--- config.mk ---
export PLATFORM = sky130hd
export DESIGN_NAME = time_entry_register
export DESIGN_NICKNAME = d
export VERILOG_FILES = /design/src/rtl/time_entry_register_pkg.sv /design/src/rtl/time_entry_register_key_debouncer.sv /design/src/rtl/time_entry_register.sv
export SDC_FILE = /design/constraint.sdc
export NUM_CORES = 1
export LEC_CHECK = 0
export ABC_AREA = 1
export ABC_CLOCK_PERIOD_IN_PS = 6500
export CORE_MARGIN = 2
export CORE_UTILIZATION = 56
export DETAILED_ROUTE_END_ITERATION = 16
export PLACE_DENSITY = 0.84
export SLEW_MARGIN = 15
export SYNTH_ARGS = -nofsm -noshare
export SYNTH_HDL_FRONTEND = slang
export SYNTH_HIERARCHICAL = 1
export SYNTH_SLANG_ARGS = --single-unit
--- constraint.sdc ---
create_clock -name clock -period 6.5 [get_ports clock]
set_clock_uncertainty 0.15 [all_clocks]
set_input_delay 0.975 -clock clock [delete_from_list [all_inputs] [get_ports clock]]
set_output_delay 0.975 -clock clock [all_outputs]
set_load 0.05 [all_outputs]
--- src/rtl/time_entry_register_pkg.sv ---
// Shared types and limits for the keypad time-entry register.
// BCD digit type, entry FSM state encoding and the range limits used by validation.
`timescale 1ns/1ps
package time_entry_register_pkg;

   typedef logic [3:0] bcd_t;

   typedef enum logic [1:0] {
      ST_IDLE     = 2'd0,
      ST_DEBOUNCE = 2'd1,
      ST_HELD     = 2'd2,
      ST_LOCKED   = 2'd3
   } entry_state_t;

   localparam bcd_t BCD_MAX      = 4'd9;
   localparam bcd_t SEC_TENS_MAX = 4'd5;

   function automatic logic bcd_is_digit(input bcd_t code);
      return code <= BCD_MAX;
   endfunction

endpackage

--- src/rtl/time_entry_register_key_debouncer.sv ---
// Key-press qualifier: a code must be valid and unchanged for DEBOUNCE_CYCLES samples,
// then it is reported once with a 1-cycle key_accept_o and ignored until the key is released.
//
//  state       | meaning
//  ------------+---------------------------------------------------------------
//  ST_IDLE     | no key being qualified; waiting for key-valid with entry enabled
//  ST_DEBOUNCE | candidate code captured; counting down the remaining stable samples
//  ST_HELD     | code already reported; waiting for one released sample
//  ST_LOCKED   | entry handed to the timer; keypad ignored until clear_i
`timescale 1ns/1ps
module time_entry_register_key_debouncer
   import time_entry_register_pkg::*;
#(
   parameter int DEBOUNCE_CYCLES = 4
) (
   input  logic         clock,
   input  logic         clearn,
   input  logic         clear_i,
   input  logic         lock_i,
   input  logic         enablen_i,
   input  logic         loadn_i,
   input  bcd_t         bcd_i,
   output logic         key_accept_o,
   output bcd_t         key_code_o,
   output entry_state_t state_o
);

   localparam int CNT_W = (DEBOUNCE_CYCLES < 2) ? 1 : $clog2(DEBOUNCE_CYCLES + 1);

   entry_state_t     state_q, state_d;
   bcd_t             code_q, code_d;
   logic [CNT_W-1:0] remain_q, remain_d;
   logic             key_ok;

   assign key_ok = loadn_i && !enablen_i;

   always_ff @(posedge clock or negedge clearn) begin
      if (!clearn) begin
         state_q  <= ST_IDLE;
         code_q   <= '0;
         remain_q <= '0;
      end else begin
         state_q  <= state_d;
         code_q   <= code_d;
         remain_q <= remain_d;
      end
   end

   always_comb begin
      state_d      = state_q;
      code_d       = code_q;
      remain_d     = remain_q;
      key_accept_o = 1'b0;

      if (clear_i) begin
         state_d  = ST_IDLE;
         remain_d = '0;
      end else if (lock_i) begin
         state_d  = ST_LOCKED;
         remain_d = '0;
      end else begin
         unique case (state_q)
            ST_IDLE: begin
               if (key_ok) begin
                  code_d = bcd_i;
                  if (DEBOUNCE_CYCLES <= 1) begin
                     key_accept_o = 1'b1;
                     state_d      = ST_HELD;
                  end else begin
                     remain_d = CNT_W'(DEBOUNCE_CYCLES - 1);
                     state_d  = ST_DEBOUNCE;
                  end
               end
            end
            ST_DEBOUNCE: begin
               // Down-counter holds the stable samples still required; terminal count is 1.
               if (key_ok && (bcd_i == code_q)) begin
                  if (remain_q == CNT_W'(1)) begin
                     key_accept_o = 1'b1;
                     remain_d     = '0;
                     state_d      = ST_HELD;
                  end else begin
                     remain_d = remain_q - CNT_W'(1);
                  end
               end else begin
                  remain_d = '0;
                  state_d  = ST_IDLE;
               end
            end
            ST_HELD: begin
               if (!loadn_i) state_d = ST_IDLE;
            end
            ST_LOCKED: begin
               state_d = ST_LOCKED;
            end
            default: begin
               state_d = ST_IDLE;
            end
         endcase
      end
   end

   // Only a 1-cycle debounce accepts straight from IDLE, before the code is registered.
   assign key_code_o = (state_q == ST_IDLE) ? bcd_i : code_q;
   assign state_o    = state_q;

endmodule

--- src/rtl/time_entry_register.sv ---
// Microwave-style MM:SS entry register: debounced digits shift in from the right,
// and a start press validates the entry and hands it to the countdown timer.
`timescale 1ns/1ps
module time_entry_register
   import time_entry_register_pkg::*;
#(
   parameter int DEBOUNCE_CYCLES = 4,
   parameter int MAX_DIGITS      = 4
) (
   input  logic       clock,
   input  logic       clearn,
   input  logic       enablen,
   input  logic [3:0] bcd_in,
   input  logic       loadn,
   input  logic       clear_entry,
   input  logic       start,
   output logic [3:0] min_tens,
   output logic [3:0] min_units,
   output logic [3:0] sec_tens,
   output logic [3:0] sec_units,
   output logic [2:0] digit_count,
   output logic       time_load,
   output logic       time_err
);

   localparam logic [2:0] MAX_CNT = 3'(MAX_DIGITS);

   bcd_t         min_tens_q,  min_tens_d;
   bcd_t         min_units_q, min_units_d;
   bcd_t         sec_tens_q,  sec_tens_d;
   bcd_t         sec_units_q, sec_units_d;
   logic [2:0]   count_q,     count_d;
   logic         start_q;
   logic         time_load_q, time_load_d;
   logic         time_err_q,  time_err_d;

   logic         key_accept;
   bcd_t         key_code;
   entry_state_t key_state;
   logic         locked;
   logic         start_act;
   logic         entry_ok;
   logic         lock_req;
   logic         shift_en;

   time_entry_register_key_debouncer #(
      .DEBOUNCE_CYCLES(DEBOUNCE_CYCLES)
   ) u_key_debouncer (
      .clock        (clock),
      .clearn       (clearn),
      .clear_i      (clear_entry),
      .lock_i       (lock_req),
      .enablen_i    (enablen),
      .loadn_i      (loadn),
      .bcd_i        (bcd_in),
      .key_accept_o (key_accept),
      .key_code_o   (key_code),
      .state_o      (key_state)
   );

   assign locked    = (key_state == ST_LOCKED);
   assign start_act = start && !start_q && !locked && !clear_entry;
   assign entry_ok  = (sec_tens_q <= SEC_TENS_MAX) &&
                      ({min_tens_q, min_units_q, sec_tens_q, sec_units_q} != '0);
   assign lock_req  = start_act && entry_ok;
   // A start acting this cycle validates the pre-shift digits, so the digit is dropped.
   assign shift_en  = key_accept && !clear_entry && !start_act &&
                      bcd_is_digit(key_code) && (count_q < MAX_CNT);

   always_ff @(posedge clock or negedge clearn) begin
      if (!clearn) begin
         min_tens_q  <= '0;
         min_units_q <= '0;
         sec_tens_q  <= '0;
         sec_units_q <= '0;
         count_q     <= '0;
         start_q     <= 1'b0;
         time_load_q <= 1'b0;
         time_err_q  <= 1'b0;
      end else begin
         min_tens_q  <= min_tens_d;
         min_units_q <= min_units_d;
         sec_tens_q  <= sec_tens_d;
         sec_units_q <= sec_units_d;
         count_q     <= count_d;
         start_q     <= start;
         time_load_q <= time_load_d;
         time_err_q  <= time_err_d;
      end
   end

   always_comb begin
      min_tens_d  = min_tens_q;
      min_units_d = min_units_q;
      sec_tens_d  = sec_tens_q;
      sec_units_d = sec_units_q;
      count_d     = count_q;
      time_load_d = 1'b0;
      time_err_d  = 1'b0;

      if (clear_entry) begin
         min_tens_d  = '0;
         min_units_d = '0;
         sec_tens_d  = '0;
         sec_units_d = '0;
         count_d     = '0;
      end else begin
         time_load_d = lock_req;
         time_err_d  = start_act && !entry_ok;
         if (shift_en) begin
            min_tens_d  = min_units_q;
            min_units_d = sec_tens_q;
            sec_tens_d  = sec_units_q;
            sec_units_d = key_code;
            count_d     = count_q + 3'd1;
         end
      end
   end

   assign min_tens    = min_tens_q;
   assign min_units   = min_units_q;
   assign sec_tens    = sec_tens_q;
   assign sec_units   = sec_units_q;
   assign digit_count = count_q;
   assign time_load   = time_load_q;
   assign time_err    = time_err_q;

endmodule

==> impl_metrics.env <==
export IMPL_status="finished clean"
export IMPL_cpPeakStageDelay_ps=640
export IMPL_combPwrFrac_pct=20.3
export IMPL_path_delay_family="simple AND/OR/NAND/NOR gates"
export IMPL_start_util_pct=57.9
export IMPL_routabilityCongestion=0.820
export IMPL_grt_setup_unrepaired="false"
export IMPL_drt_iter0_markers=61
export IMPL_ys_warn_count=6
export IMPL_critPathKind="primary input to flip-flop"
export IMPL_first_pass_iters=4
export IMPL_synth_cells=225
export IMPL_postCtsSetupBuffers=0
export IMPL_powerDensity_nw_per_um2=204
export IMPL_ios=31
export IMPL_leakagePower_nw=1.10
export IMPL_setup_slack_ps=2730
export IMPL_grt_pass1_vias=1530
export IMPL_crit_buf_inv=4
export IMPL_crit_arrival_ps=3870
export IMPL_ctsHtreeMaxLevel=2
export IMPL_route_detailed_drc=0
export IMPL_p_total_uw=437
export IMPL_fmax_mhz=265
export IMPL_clk_latency_ps=340
export IMPL_ir_drop_uv=159
export IMPL_r2r_start="sec_tens[1]"
export IMPL_grt_remaining_overflow=0
export IMPL_worstReg2RegEnd="digit_count[2]"
export IMPL_yosysSeqAreaShare_pct=44.2
export IMPL_hold_viol_final=0
export IMPL_syn_nets=242
export IMPL_cts_buffers=5
export IMPL_num_vias=1558
export IMPL_drv_cap=0
export IMPL_place_port_buffers=30
export IMPL_wl_per_cell_um=12.5
export IMPL_crit_chain="clkdlybuf4s50_1 > clkinv_1 > nand4_1 > nor2_1 > nor2_4 > inv_2 > nor3_1 > inv_1 > nor2_2 > nand2_1 > nor2_4 > nand2_1 > a21oi_1"
export IMPL_cts_resized=0
export IMPL_swShare_pct=31.4
export IMPL_cts_hold_buf=0
export IMPL_cp_start_kind="primary input"
export IMPL_antenna_diode_count=0
export IMPL_final_common_cell="nand2_1"
export IMPL_synth_edf_count=0
export IMPL_viasPerCell=5.16
export IMPL_worst_path_max_fanout=19
export IMPL_clkTransAtPathRegs_ps=100
export IMPL_post_route_period_util_pct=58.0
export IMPL_tightestPinTransition_ps=661
export IMPL_die_h_um=60.0
export IMPL_synth_area_per_cell_um2=7.80
export IMPL_final_cell_mix="nand2_1, nand3_1, dfrtp_1"
export IMPL_wirelength_um=3780
export IMPL_drtAntennaViolNets=0
export IMPL_seqPwrFrac_pct=49.3
export IMPL_ys_seq_elements=31
export IMPL_grt_total_usage_pct=25.0
export IMPL_slew_headroom_pct=55.9
export IMPL_hold_start="u_key_debouncer/code_q[3]"
export IMPL_finalSetupViolations=0
export IMPL_internal_power_uw=300
export IMPL_dieWidth_um=60.0
export IMPL_finalMaxSlewViolations=0
export IMPL_min_period_ps=3770
export IMPL_synth_main_ff_cell="dfrtp_1"
export IMPL_fin_setup_tns_ps=0
export IMPL_power_frac_clock_pct=30.4
export IMPL_synthDistinctLibCells=24
export IMPL_ys_async_sr_fraction_pct=100
export IMPL_rrSetupSlack_ps=3950
export IMPL_cpMaxStageDelayCell="clkdlybuf4s50_1"
export IMPL_final_layout_size_suffix_gt1_share_pct=10.9
export IMPL_syn_area_um2=1750
export IMPL_fp_row_count=20
export IMPL_n_fill_cell=267
export IMPL_crit_path_end_kind="flip-flop"
export IMPL_power_switching_uw=137
export IMPL_antenna_found_initial=0
export IMPL_grt_first_pass_wirelength_um=6640
export IMPL_required_ps=6600
export IMPL_min_to="u_key_debouncer/code_q[3]"
export IMPL_dieArea_um2=3600
export IMPL_grt_max_degree=32
export IMPL_ff2ff_path_depth=15
export IMPL_cts_tree="yes"
export IMPL_cts_num_sinks=31
export IMPL_clockBufferDepth=2
export IMPL_place_hpwl_um=2630
export IMPL_core_region_area_um2=3030
export IMPL_dp_slack_ps=2390
export IMPL_nNetsFinal=274
export IMPL_worstHoldPathCells=2
export IMPL_hold_path_class="flip-flop to flip-flop"
export IMPL_syn_to_final_growth_pct=22.5
export IMPL_cts_root_buf="clkbuf_4"
-- worst register-to-register path: cells and delay by family, from the launching register on --
family                 cells  cell delay, ps
AO/OA/AOI/OAI              1             160
flip-flops                 1             450
buffers and inverters      2             120
AND/OR/NAND/NOR           12            1590
-- worst max-delay path by stage --
stage	from	endpoint	slack (ps)	cells past startpoint
detailed placement	clear_entry	digit_count[2]	2390	13
global placement	clear_entry	digit_count[2]	2440	13
global route	clear_entry	digit_count[2]	2420	13
floorplan	clear_entry	sec_units[0]	3790	12
CTS	clear_entry	digit_count[2]	2720	13
finish	clear_entry	digit_count[2]	2730	13
-- kinds of logic (layout without fill, tap and decap cells) --
| family | count (synthesis) | in the layout | share of synthesized area (%) |
|---|---|---|---|
| AND/OR/NAND/NOR | 133 | 133 | 36.4 |
| AO/OA/AOI/OAI | 17 | 17 | 5.06 |
| adder cells (fa/ha/maj) | 7 | 7 | 4.99 |
| flip-flops | 31 | 31 | 44.2 |
| XOR/XNOR | 1 | 1 | 0.499 |
| buffers and inverters | 36 | 69 | 8.77 |
-- stage by stage --
step                      std cells  utilization (%)  hold WS, ps  cell area [um^2]
after global placement          294             68.6          347              2080
after global routing            302             71.0          423              2150
final                           302             71.0          376              2150
after floorplan                 225                -          325              1750
after detailed placement        294             68.6          351              2080
after CTS                       302             71.0          375              2150
-- registers in the layout (all words and copies together) (netlist names) --
signal / count
time_err: 1
u_key_debouncer/code_q: 4
digit_count: 3
time_load: 1
u_key_debouncer/state_o: 2
min_units: 4
sec_tens: 4
u_key_debouncer/remain_q: 3
start_q: 1
min_tens: 4
sec_units: 4
-- cells in the mapped netlist (4+ instances only) --
cell / count / area share (%)
nor2_1: 13 / 2.8
nand3_1: 37 / 11
a21oi_1: 4 / 1.1
inv_2: 4 / 0.86
inv_1: 25 / 5.3
nand2_1: 65 / 14
ha_1: 7 / 5.0
o21ai_0: 10 / 2.9
nor2_4: 4 / 2.6
dfrtp_1: 31 / 44
-- per-layer routing --
| layer | vias up | global-route usage, % | part of all wire, % |
|---|---|---|---|
| met3 | 7 | 5.19 | 3.8 |
| met1 | 739 | 32.1 | 45 |
| met5 | - | 0 | 0 |
| li1 | 779 | - | - |
| met4 | 0 | 12.1 | 1.9 |
| met2 | 33 | 39.9 | 49 |
-- final cells by class --
cell class	instances	area, um^2	share of cell area, %
clock buffer	7	65.1	3.03
clock inverter	1	7.51	0.349
inverter	30	113	5.24
multi-input combinational	158	825	38.4
sequential	31	776	36.1
tap	44	55.1	2.56
timing repair buffer	31	308	14.3
-- power groups by stage --
stage,Combinational [mW],Sequential [mW],Clock (mW)
2_1_floorplan,0.0633,0.218,0
3_3_place_gp,0.0857,0.219,0
3_5_place_dp,0.0883,0.219,0
4_1_cts,0.0896,0.216,0.135
5_1_grt,0.103,0.218,0.145
6_report,0.0889,0.215,0.133
(Power assumes the default switching activity.)
